$ cat config.mk
export PLATFORM = sky130hd
export DESIGN_NAME = universal_shift_register
export DESIGN_NICKNAME = d
export VERILOG_FILES = /design/src/rtl/usr_pkg.sv /design/src/rtl/usr_bit_cell.sv /design/src/rtl/universal_shift_register.sv
export SDC_FILE = /design/constraint.sdc
export NUM_CORES = 1
export LEC_CHECK = 0
export BUFFER_PORTS_ARGS = -buffer_cell sky130_fd_sc_hd__buf_2
export CORE_UTILIZATION = 35
export CTS_CLUSTER_SIZE = 30
export DETAILED_ROUTE_END_ITERATION = 16
export GPL_TIMING_DRIVEN = 1
export HOLD_SLACK_MARGIN = 0.03
export PLACE_DENSITY = 0.62
export SYNTH_ARGS = -nofsm -noshare
export SYNTH_HDL_FRONTEND = slang
export SYNTH_HIERARCHICAL = 1
export SYNTH_SLANG_ARGS = --single-unit
$ cat constraint.sdc
create_clock -name clk -period 4.7 [get_ports clk]
set_clock_uncertainty 0.2 [all_clocks]
set_input_delay 0.94 -clock clk [delete_from_list [all_inputs] [get_ports clk]]
set_output_delay 0.94 -clock clk [all_outputs]
set_load 0.05 [all_outputs]
$ cat src/rtl/usr_pkg.sv
`default_nettype none
// ============================================================================
// Module   : usr_pkg
// Purpose  : Shared definitions for the universal shift register. Holds the
//            3-bit operation-select encodings and the mode_t type used on
//            the mode ports.
// Revision : 1.0 - initial release
// ============================================================================
package usr_pkg;

    typedef logic [2:0] mode_t;

    localparam mode_t MODE_HOLD  = 3'b000;
    localparam mode_t MODE_LOAD  = 3'b001;
    localparam mode_t MODE_CLEAR = 3'b010;
    localparam mode_t MODE_SHL   = 3'b011;
    localparam mode_t MODE_SHR   = 3'b100;
    localparam mode_t MODE_ROL   = 3'b101;
    localparam mode_t MODE_ROR   = 3'b110;
    localparam mode_t MODE_ASR   = 3'b111;

endpackage : usr_pkg
`default_nettype wire

$ cat src/rtl/usr_bit_cell.sv
`default_nettype none
// ============================================================================
// Module   : usr_bit_cell
// Purpose  : One storage bit of the universal shift register: a flip-flop
//            with synchronous active-low reset, clock enable and an 8:1
//            mode-selected input mux.
// Ports    : clk       - rising-edge clock
//            resetn    - synchronous active-low reset (priority over en)
//            en        - clock enable; 0 holds the bit for any mode
//            mode      - operation select
//            nbr_left  - next-more-significant bit (feeds SHR/ROR/ASR)
//            nbr_right - next-less-significant bit (feeds SHL/ROL)
//            d_bit     - parallel load bit
//            q         - stored bit
// Revision : 1.0 - initial release
// ============================================================================
module usr_bit_cell
    import usr_pkg::*;
(
    input  logic  clk,
    input  logic  resetn,
    input  logic  en,
    input  mode_t mode,
    input  logic  nbr_left,
    input  logic  nbr_right,
    input  logic  d_bit,
    output logic  q
);

    logic bit_d;
    logic bit_q;

    always_comb begin
        bit_d = bit_q;
        case (mode)
            MODE_HOLD:  bit_d = bit_q;
            MODE_LOAD:  bit_d = d_bit;
            MODE_CLEAR: bit_d = 1'b0;
            MODE_SHL:   bit_d = nbr_right;
            MODE_SHR:   bit_d = nbr_left;
            MODE_ROL:   bit_d = nbr_right;
            MODE_ROR:   bit_d = nbr_left;
            MODE_ASR:   bit_d = nbr_left;
            default:    bit_d = bit_q;
        endcase
    end

    always_ff @(posedge clk) begin
        if (!resetn) begin
            bit_q <= 1'b0;
        end else if (en) begin
            bit_q <= bit_d;
        end
    end

    assign q = bit_q;

endmodule : usr_bit_cell
`default_nettype wire

$ cat src/rtl/universal_shift_register.sv
`default_nettype none
// ============================================================================
// Module   : universal_shift_register
// Purpose  : W-bit universal register: hold, load, clear, logical shift
//            left/right, rotate left/right and arithmetic shift right, with
//            a registered carry holding the last bit shifted/rotated out.
// Ports    : clk      - rising-edge clock
//            resetn   - synchronous active-low reset
//            en       - clock enable; 0 holds q and carry for any mode
//            mode     - operation select (usr_pkg MODE_* encodings)
//            d        - parallel load data
//            sin_lsb  - serial bit entering bit 0 on SHL
//            sin_msb  - serial bit entering bit W-1 on SHR
//            q        - register contents
//            carry    - registered shifted/rotated-out bit
//            sout_msb - combinational copy of q[W-1]
//            sout_lsb - combinational copy of q[0]
// Revision : 1.0 - initial release
// ============================================================================
module universal_shift_register
    import usr_pkg::*;
#(
    parameter int W = 8
) (
    input  logic         clk,
    input  logic         resetn,
    input  logic         en,
    input  logic [2:0]   mode,
    input  logic [W-1:0] d,
    input  logic         sin_lsb,
    input  logic         sin_msb,
    output logic [W-1:0] q,
    output logic         carry,
    output logic         sout_msb,
    output logic         sout_lsb
);

    logic [W-1:0] nbr_left;
    logic [W-1:0] nbr_right;
    logic         carry_d;
    logic         carry_q;

    // Neighbour routing. Interior bits simply see their neighbours; only the
    // two end bits depend on the mode (serial input versus wrap-around/sign).
    // For W=1 both ends are the same cell, which gives q unchanged on
    // ROL/ROR/ASR without any special casing.
    always_comb begin
        nbr_left  = '0;
        nbr_right = '0;

        nbr_right[0] = (mode == MODE_SHL) ? sin_lsb : q[W-1];
        for (int i = 1; i < W; i++) begin
            nbr_right[i] = q[i-1];
        end

        for (int i = 0; i < W - 1; i++) begin
            nbr_left[i] = q[i+1];
        end
        case (mode)
            MODE_SHR: nbr_left[W-1] = sin_msb;
            MODE_ASR: nbr_left[W-1] = q[W-1];
            default:  nbr_left[W-1] = q[0];
        endcase
    end

    generate
        for (genvar g = 0; g < W; g++) begin : g_cell
            usr_bit_cell u_cell (
                .clk       (clk),
                .resetn    (resetn),
                .en        (en),
                .mode      (mode),
                .nbr_left  (nbr_left[g]),
                .nbr_right (nbr_right[g]),
                .d_bit     (d[g]),
                .q         (q[g])
            );
        end
    endgenerate

    // Left-moving operations eject the MSB, right-moving ones eject the LSB.
    always_comb begin
        carry_d = carry_q;
        case (mode)
            MODE_HOLD:            carry_d = carry_q;
            MODE_LOAD,
            MODE_CLEAR:           carry_d = 1'b0;
            MODE_SHL, MODE_ROL:   carry_d = q[W-1];
            default:              carry_d = q[0];
        endcase
    end

    always_ff @(posedge clk) begin
        if (!resetn) begin
            carry_q <= 1'b0;
        end else if (en) begin
            carry_q <= carry_d;
        end
    end

    assign carry    = carry_q;
    assign sout_msb = q[W-1];
    assign sout_lsb = q[0];

endmodule : universal_shift_register
`default_nettype wire

### Yosys cells after proc, flatten, opt, wreduce, memory -nomap -nowiden

Index checks and enable logic that the tools add are counted.

| operators by class | value |
|---|---|
| eq/ne operators | 8 |
| mux-type cells | 11 |
| bitwise gates (word level) | 1 |
| reduce and logical (&&, ||, !) cells | 6 |

Operator list:

| kind | count |
|---|---|
| one-hot mux 1 bit (4 select lines) | 8 |
| == test 3 bit (second input constant) | 4 |
| == test 3 x 2 -> 1 bit (second input constant) | 2 |
| OR reduction 2 bit | 2 |
| == test 3 x 1 -> 1 bit (second input constant) | 1 |
| logical NOT 3 bit | 1 |
| one-hot mux 1 bit (3 select lines) | 1 |
| AND reduction 3 bit | 1 |
| OR reduction 3 bit | 1 |
| != test 2 bit (second input constant) | 1 |
| one-hot mux 1 bit (2 select lines) | 1 |
| AND reduction 2 bit | 1 |
| 2-to-1 mux 1 bit | 1 |
| NOT 1 bit | 1 |

| storage, ports and cells | value |
|---|---|
| register bits after elaboration | 9 |
| bits of input ports | 16 |
| output and inout port bits | 11 |
| logic and storage cells | 35 |

### Longest topological paths before layout

Gate-level depths: netlist (run 1).

| depth | value |
|---|---|
| depth in word-level cells | 4 |
| depth in mapped cells | 6 |

### Modules after synthesis

Netlist (run 1), hierarchy kept.

Modules (own cells, without submodules):

| module | instances | cells each | area an instance (um2) | seq. area each (um2) |
|---|---|---|---|---|
| usr_bit_cell | 8 | 11 | 86.3 | 20.0 |
| universal_shift_register | 1 | 26 | 191.4 | 20.0 |

### Worst setup path before layout (run 1)

Ideal clock, no wire load.

| timing | value |
|---|---|
| kind | input to register |
| from | input mode[1] |
| to | register g_cell[0].u_cell.bit_q |
| data arrival time | 1.862 ns |
| slack | 2.521 ns |
| cell stages on the path | 6 |
| path buffers | 0 |
| cells stage by stage | nand2_1 nor2_1 mux2_2 a21boi_1 o221ai_1 a32o_1 |

| on the way | value |
|---|---|
| longest elaborated chain between the ends | 3 |
| elaborated cells between the ends (all ways) | 14 |
| classes of those cells | 7 x eq/ne; 2 x mux; 1 x bitwise; 4 x reduce/logical |

RTL lines:

| what | RTL line | text |
|---|---|---|
| start, declared | universal_shift_register.sv:28 | `input logic [2:0] mode,` |
| == test 3 x 2 -> 1 bit | universal_shift_register.sv:51 | `nbr_right[0] = (mode == MODE_SHL) ? sin_lsb : q[W-1];` |
| 2-to-1 mux 1 bit | universal_shift_register.sv:51 |  |
| via nbr_right[0] | universal_shift_register.sv:39 | `logic [W-1:0] nbr_right;` |
| one-hot mux 1 bit (4 select lines) | usr_bit_cell.sv:35 | `case (mode)` |
| end signal, assigned | usr_bit_cell.sv:52 | `bit_q <= bit_d;` |
| end, declared | usr_bit_cell.sv:31 | `logic bit_q;` |

The timed path passes the listed nets, and every way through them passes these cells.
A chain may end at the register's enable or synchronous reset.

### Worst setup path after layout (run 1)

| timing | value |
|---|---|
| from | input mode[0] |
| to | register g_cell[0].u_cell.bit_q |

The elaborated chain is that of the path after synthesis.

==> results of run 1 <==
## cell usage after synthesis
master     n
a211oi_1   8
a21boi_1   8
a21oi_1    2
a311oi_1   1
a31oi_1    1
a32o_1     8
and3_2     1
buf_4      8
dfxtp_1    9
inv_1      1
mux2_2     1
mux2i_1    1
nand2_1   17
nand2b_2   1
nand3b_1   8
nor2_1    10
nor2b_1    8
o21ai_0    1
o221ai_1   8
o31ai_1    8
o41ai_1    1
or2b_1     1
or3_1      2
## final cells by class
type                            count  area (sq um)  area share
Clock buffer                        4          26.3      0.0259
Inverter                            1          3.75     0.00370
Multi-Input combinational cell     96           638       0.630
Sequential cell                     9           180       0.178
Tap cell                           28          35.0      0.0346
Timing Repair Buffer               26           130       0.128
## path summary, 6_finish.rpt
kind                                          from                  to  slack, ps  cells past startpoint
worst max-delay path                       mode[0]  g_cell[0].u_cell/q       2030                      7
worst min-delay path                         carry               carry        310                      2
worst max register to register  g_cell[7].u_cell/q  g_cell[0].u_cell/q       3240                      4
worst min register to register               carry               carry        310                      2
## per-stage QoR
stage          std cells  setup slack (ps)   util  hold WS [ps]
4_1_cts              164              2070  0.441           321
2_1_floorplan        114              2520      -           338
3_5_place_dp         160              1780  0.430           314
6_report             164              2030  0.441           314
5_1_grt              164              1880  0.441           364
3_3_place_gp         160              1850  0.430           304
## flip-flops by register name, summed over array words and instances, names as in the netlist
signal           count
g_cell.u_cell/q      8
carry                1
## per-layer routing
metal  vias to the layer above  wire (um)  global-route usage
li1                        492          -                   -
met1                       435       1170               0.244
met2                        21        929               0.256
met3                         2        103              0.0348
met4                         0         10              0.0658
met5                         -          0                   0
## power breakdown
group,internal [mW],switching [mW],total (mW)
combinational,0.0276,0.0527,0.0803
clock,0.0328,0.0289,0.0617
sequential,0.0807,0.00572,0.0864
## cells by family (layout without fill, tap and decap cells)
kind of cell           count (synthesis)  after routing  share of synthesized area
multiplexers                           2              2                     0.0241
AO/OA/AOI/OAI                         46             46                      0.418
flip-flops                             9              9                      0.204
AND/OR/NAND/NOR                       48             48                      0.281
buffers and inverters                  9             31                     0.0723
## critical path: cells and delay by family
family                 cells  cell delay [ps]
AO/OA/AOI/OAI              3              490
buffers and inverters      1              560
multiplexers               1              350
AND/OR/NAND/NOR            2              270
==> out/metrics.yaml, run 1 <==
run_status:
  status: "completed"
cts:
  ctsHoldBuffers: 0
  clockRootBuffer: "clkbuf_4"
  cts_tree: "done"
  cts.clk_slew.worst_paths_ps: 70
  post_cts_buffers: 0
  clock_sinks: 9
  clock_latency_ps: 260
  cts_max_path_buffers: 2
  ctsHtreeMaxLevel: 1
  numCtsBuffers: 3
  cts_resized: 0
global_route:
  grt_usage: 0.173
  grt_pass1_wl_mm: 3.51
  antenna_found_initial: 0
  gr-total-overflow: 0
  grt_start_max_net_pins: 48
  grt_pass1_vias: 774
floorplan:
  core_area_sq_um: 2300
  die_h_um: 52.2
  start_util: 0.384
  row_count: 17
  io_pins: 27
  die_w_um: 52.2
  die_area_sq_um: 2720
detailed_routing:
  drc: 0
  routed_wl_mm: 2.21
  drt_iter0_markers: 16
  dr.pass1.iters: 4
  ant_nets: 0
  post_drt_wl_per_cell_um: 13.5
  via_per_inst: 5.79
  vias: 950
synthesis:
  yosys_warnings: 6
  postSynthCellCount: 114
  ys_seq_area_frac: 0.204
  synth_top_area_frac: 0.204
  synth_cell_type_count: 23
  ys_ff_latch: 9
  synth_area_leaders: "dfxtp_1 20%, a32o_1 9.1%, o221ai_1 7.9%"
  synth_nets: 130
  avgSynthCellArea_sq_um: 7.74
  netlist_area_sq_um: 882
  yosysTopAreaCell: "dfxtp_1"
setup_path:
  critPathCaptureType: "register"
  crit_type: "primary input to register"
  slowest_delay_ps: 560
  crit_chain: "buf_2, nand2_1, nor2_1, mux2_2, a21boi_1, o221ai_1, a32o_1"
  worst_path_max_delay_cell: "buf_2"
  crit_required_ps: 4660
  critPathMaxFanout: 47
  arrival_ps: 2630
  start_kind: "primary input"
finish:
  nNetsFinal: 153
  num_antenna_cells: 0
  area_growth_pct: 14.9
  layout_commonest_cell: "buf_2"
  layout_common_cells: "26 x buf_2, 17 x nand2_1, 10 x nor2_1, 9 x dfxtp_1"
  final_cell_area_sq_um: 1010
  drive_gt1_frac: 0.235
  fillers: 258
sta:
  rsz0062_at_grt: "no"
  slew_viol_final: 0
  final.setup.tns_ps: 0
  min_period_over_period: 0.568
  setup_violations: 0
  min_period_ps: 2670
  final-hold-violation-count: 0
  fmax_mhz: 375
  relSlewSlack: 0.520
  worst_pin_slew_ps: 720
power:
  power.total_uw: 228
  power_density_nw_per_um2: 225
  power.leakage_nw: 0.403
  peakVddDrop_uv: 153
place:
  globalplace.congestion: 0.750
  post_dp_cell_area_sq_um: 987
  dp_hpwl_mm: 1.32
  port_buffers: 26
run:
  cap_violations: 0
min_path:
  hp-class: "register to register"
Power figures use the tool's default switching activity.
==> run 2: changes to the inputs <==
--- a/config.mk
+++ b/config.mk
@@ -11,7 +11,7 @@
 export DETAILED_ROUTE_END_ITERATION = 16
 export GPL_TIMING_DRIVEN = 1
 export HOLD_SLACK_MARGIN = 0.03
-export PLACE_DENSITY = 0.62
+export PLACE_DENSITY = 0.64
 export SYNTH_ARGS = -nofsm -noshare
 export SYNTH_HDL_FRONTEND = slang
 export SYNTH_HIERARCHICAL = 1
==> constraint.sdc (replaced) <==
create_clock -name clk -period 2.3 [get_ports clk]
set_clock_uncertainty 0.2 [all_clocks]
set_input_delay 0.46 -clock clk [delete_from_list [all_inputs] [get_ports clk]]
set_output_delay 0.46 -clock clk [all_outputs]
set_load 0.05 [all_outputs]
==> out/metrics.yaml, run 2 (synthesized netlist as in run 1, its figures left out) <==
run_status:
  status: "completed"
global_route:
  grt_usage: 0.190
  grt_pass1_vias: 855
  gr-total-overflow: 0
  antenna_found_initial: 0
  grt_pass1_wl_mm: 3.86
  grt_start_max_net_pins: 38
detailed_routing:
  dr.pass1.iters: 4
  ant_nets: 0
  post_drt_wl_per_cell_um: 13.9
  routed_wl_mm: 2.35
  via_per_inst: 5.86
  vias: 990
  drc: 0
  drt_iter0_markers: 25
min_path:
  hp-class: "register to register"
  hold_path_end: "carry"
  min_from: "carry"
  hold_depth: 2
sta:
  slew_viol_final: 0
  worst_pin_slew_ps: 345
  min_period_over_period: 0.793
  final.setup.tns_ps: 0
  fin_ws_ps: 476
  min_period_ps: 1820
  rsz0062_at_grt: "no"
  fmax_mhz: 548
  final-hold-violation-count: 0
  setup_violations: 0
  relSlewSlack: 0.767
setup_path:
  crit_chain: "buf_2, nand2_1, nor2_1, mux2_2, a21boi_1, o221ai_1, a32o_1"
  timing.rr.start: "g_cell[7].u_cell/q"
  critPathMaxFanout: 18
  slowest_delay_ps: 350
  crit_required_ps: 2250
  critPathCaptureType: "register"
  crit_type: "primary input to register"
  worst_path_max_delay_cell: "mux2_2"
  start_kind: "primary input"
  arrival_ps: 1780
  r2r_end: "g_cell[0].u_cell/q"
  crit_path_start: "mode[0]"
  reg2regPathDepth: 4
  ff2ff_setup_slack_ps: 820
power:
  power_frac_seq: 0.372
  peakVddDrop_uv: 294
  switchingPower_uw: 182
  p_sw_frac: 0.383
  combinationalPowerShare: 0.360
  power_density_nw_per_um2: 453
  clockPowerShare: 0.268
  intPower_uw: 294
  power.leakage_nw: 0.427
place:
  post-place-ws_ps: 198
  dp_hpwl_mm: 1.52
  globalplace.congestion: 0.695
  port_buffers: 26
finish:
  fillers: 254
  num_antenna_cells: 0
  nNetsFinal: 158
  layout_common_cells: "26 x buf_2, 17 x nand2_1, 10 x nor2_1, 9 x dfxtp_1"
  layout_commonest_cell: "buf_2"
  largest_reg_flops: 8
  area_growth_pct: 19.1
  drive_gt1_frac: 0.262
cts:
  clockRootBuffer: "clkbuf_4"
  clock_sinks: 9
  cts_max_path_buffers: 2
  cts_tree: "done"
  clock_latency_ps: 260
  numCtsBuffers: 3
  cts.clk_slew.worst_paths_ps: 60
  post_cts_buffers: 0
  ctsHoldBuffers: 0
  cts_resized: 0
  ctsHtreeMaxLevel: 1
floorplan:
  core_area_sq_um: 2300
  die_h_um: 52.2
  die_area_sq_um: 2720
  io_pins: 27
  start_util: 0.384
  die_w_um: 52.2
  row_count: 17
run:
  cap_violations: 0
[run 2: changes by cell type in the layout (fill, tap and decap cells not counted)]
| cell | change |
|---|---|
| buf_4 | +5 |
[run 2: worst max-delay path by stage]
| stage | cells past startpoint | end | slack [ps] |
|---|---|---|---|
| CTS | 7 | g_cell[0].u_cell/q | 480 |
| floorplan | 6 | g_cell[0].u_cell/q | 600 |
| detailed placement | 7 | g_cell[0].u_cell/q | 200 |
| finish | 7 | g_cell[0].u_cell/q | 480 |
| global placement | 7 | g_cell[0].u_cell/q | 270 |
| global route | 7 | g_cell[0].u_cell/q | 390 |
[run 2: area by class of cell]
| class | instances | area [sq um] | share of cell area |
|---|---|---|---|
| clock buffers | 4 | 26.3 | 0.0250 |
| inverters | 1 | 3.75 | 0.00357 |
| multi-input cells | 96 | 638 | 0.607 |
| flip-flops and latches | 9 | 180 | 0.171 |
| well taps | 28 | 35.0 | 0.0333 |
| repair buffers | 31 | 168 | 0.160 |
[run 2: worst max-delay path, delay by kind of cell]
kind	cells	cell delay, ps
buffers and inverters	1	260
AO/OA/AOI/OAI	3	490
AND/OR/NAND/NOR	2	210
multiplexers	1	350
[run 2: power by group through the flow]
stage                     Clock [mW]  Sequential, mW  Combinational (mW)
after floorplan                    0           0.189              0.0977
after global placement             0           0.180               0.166
after detailed placement           0           0.180               0.170
after CTS                      0.133           0.177               0.171
after global routing           0.144           0.179               0.187
final                          0.128           0.177               0.171
[run 2: per-layer routing]
metal | global-route usage | part of all wire | vias to the layer above | wire length, um
met5 | 0 | 0 | - | 0
met4 | 0.0526 | 0 | 0 | 0
met3 | 0.0377 | 0.044 | 0 | 103
met2 | 0.303 | 0.45 | 23 | 1070
met1 | 0.260 | 0.50 | 463 | 1180
li1 | - | - | 504 | -
[run 2: stage by stage]
step                      hold slack [ps]  std cells   util  instance area (sq um)  power, mW
after floorplan                       338        114      -                    882      0.286
after global placement                309        165  0.446                   1020      0.346
after detailed placement              312        165  0.446                   1020      0.351
after CTS                             322        169  0.458                   1050      0.481
after global routing                  358        169  0.458                   1050      0.510
final                                 328        169  0.458                   1050      0.476
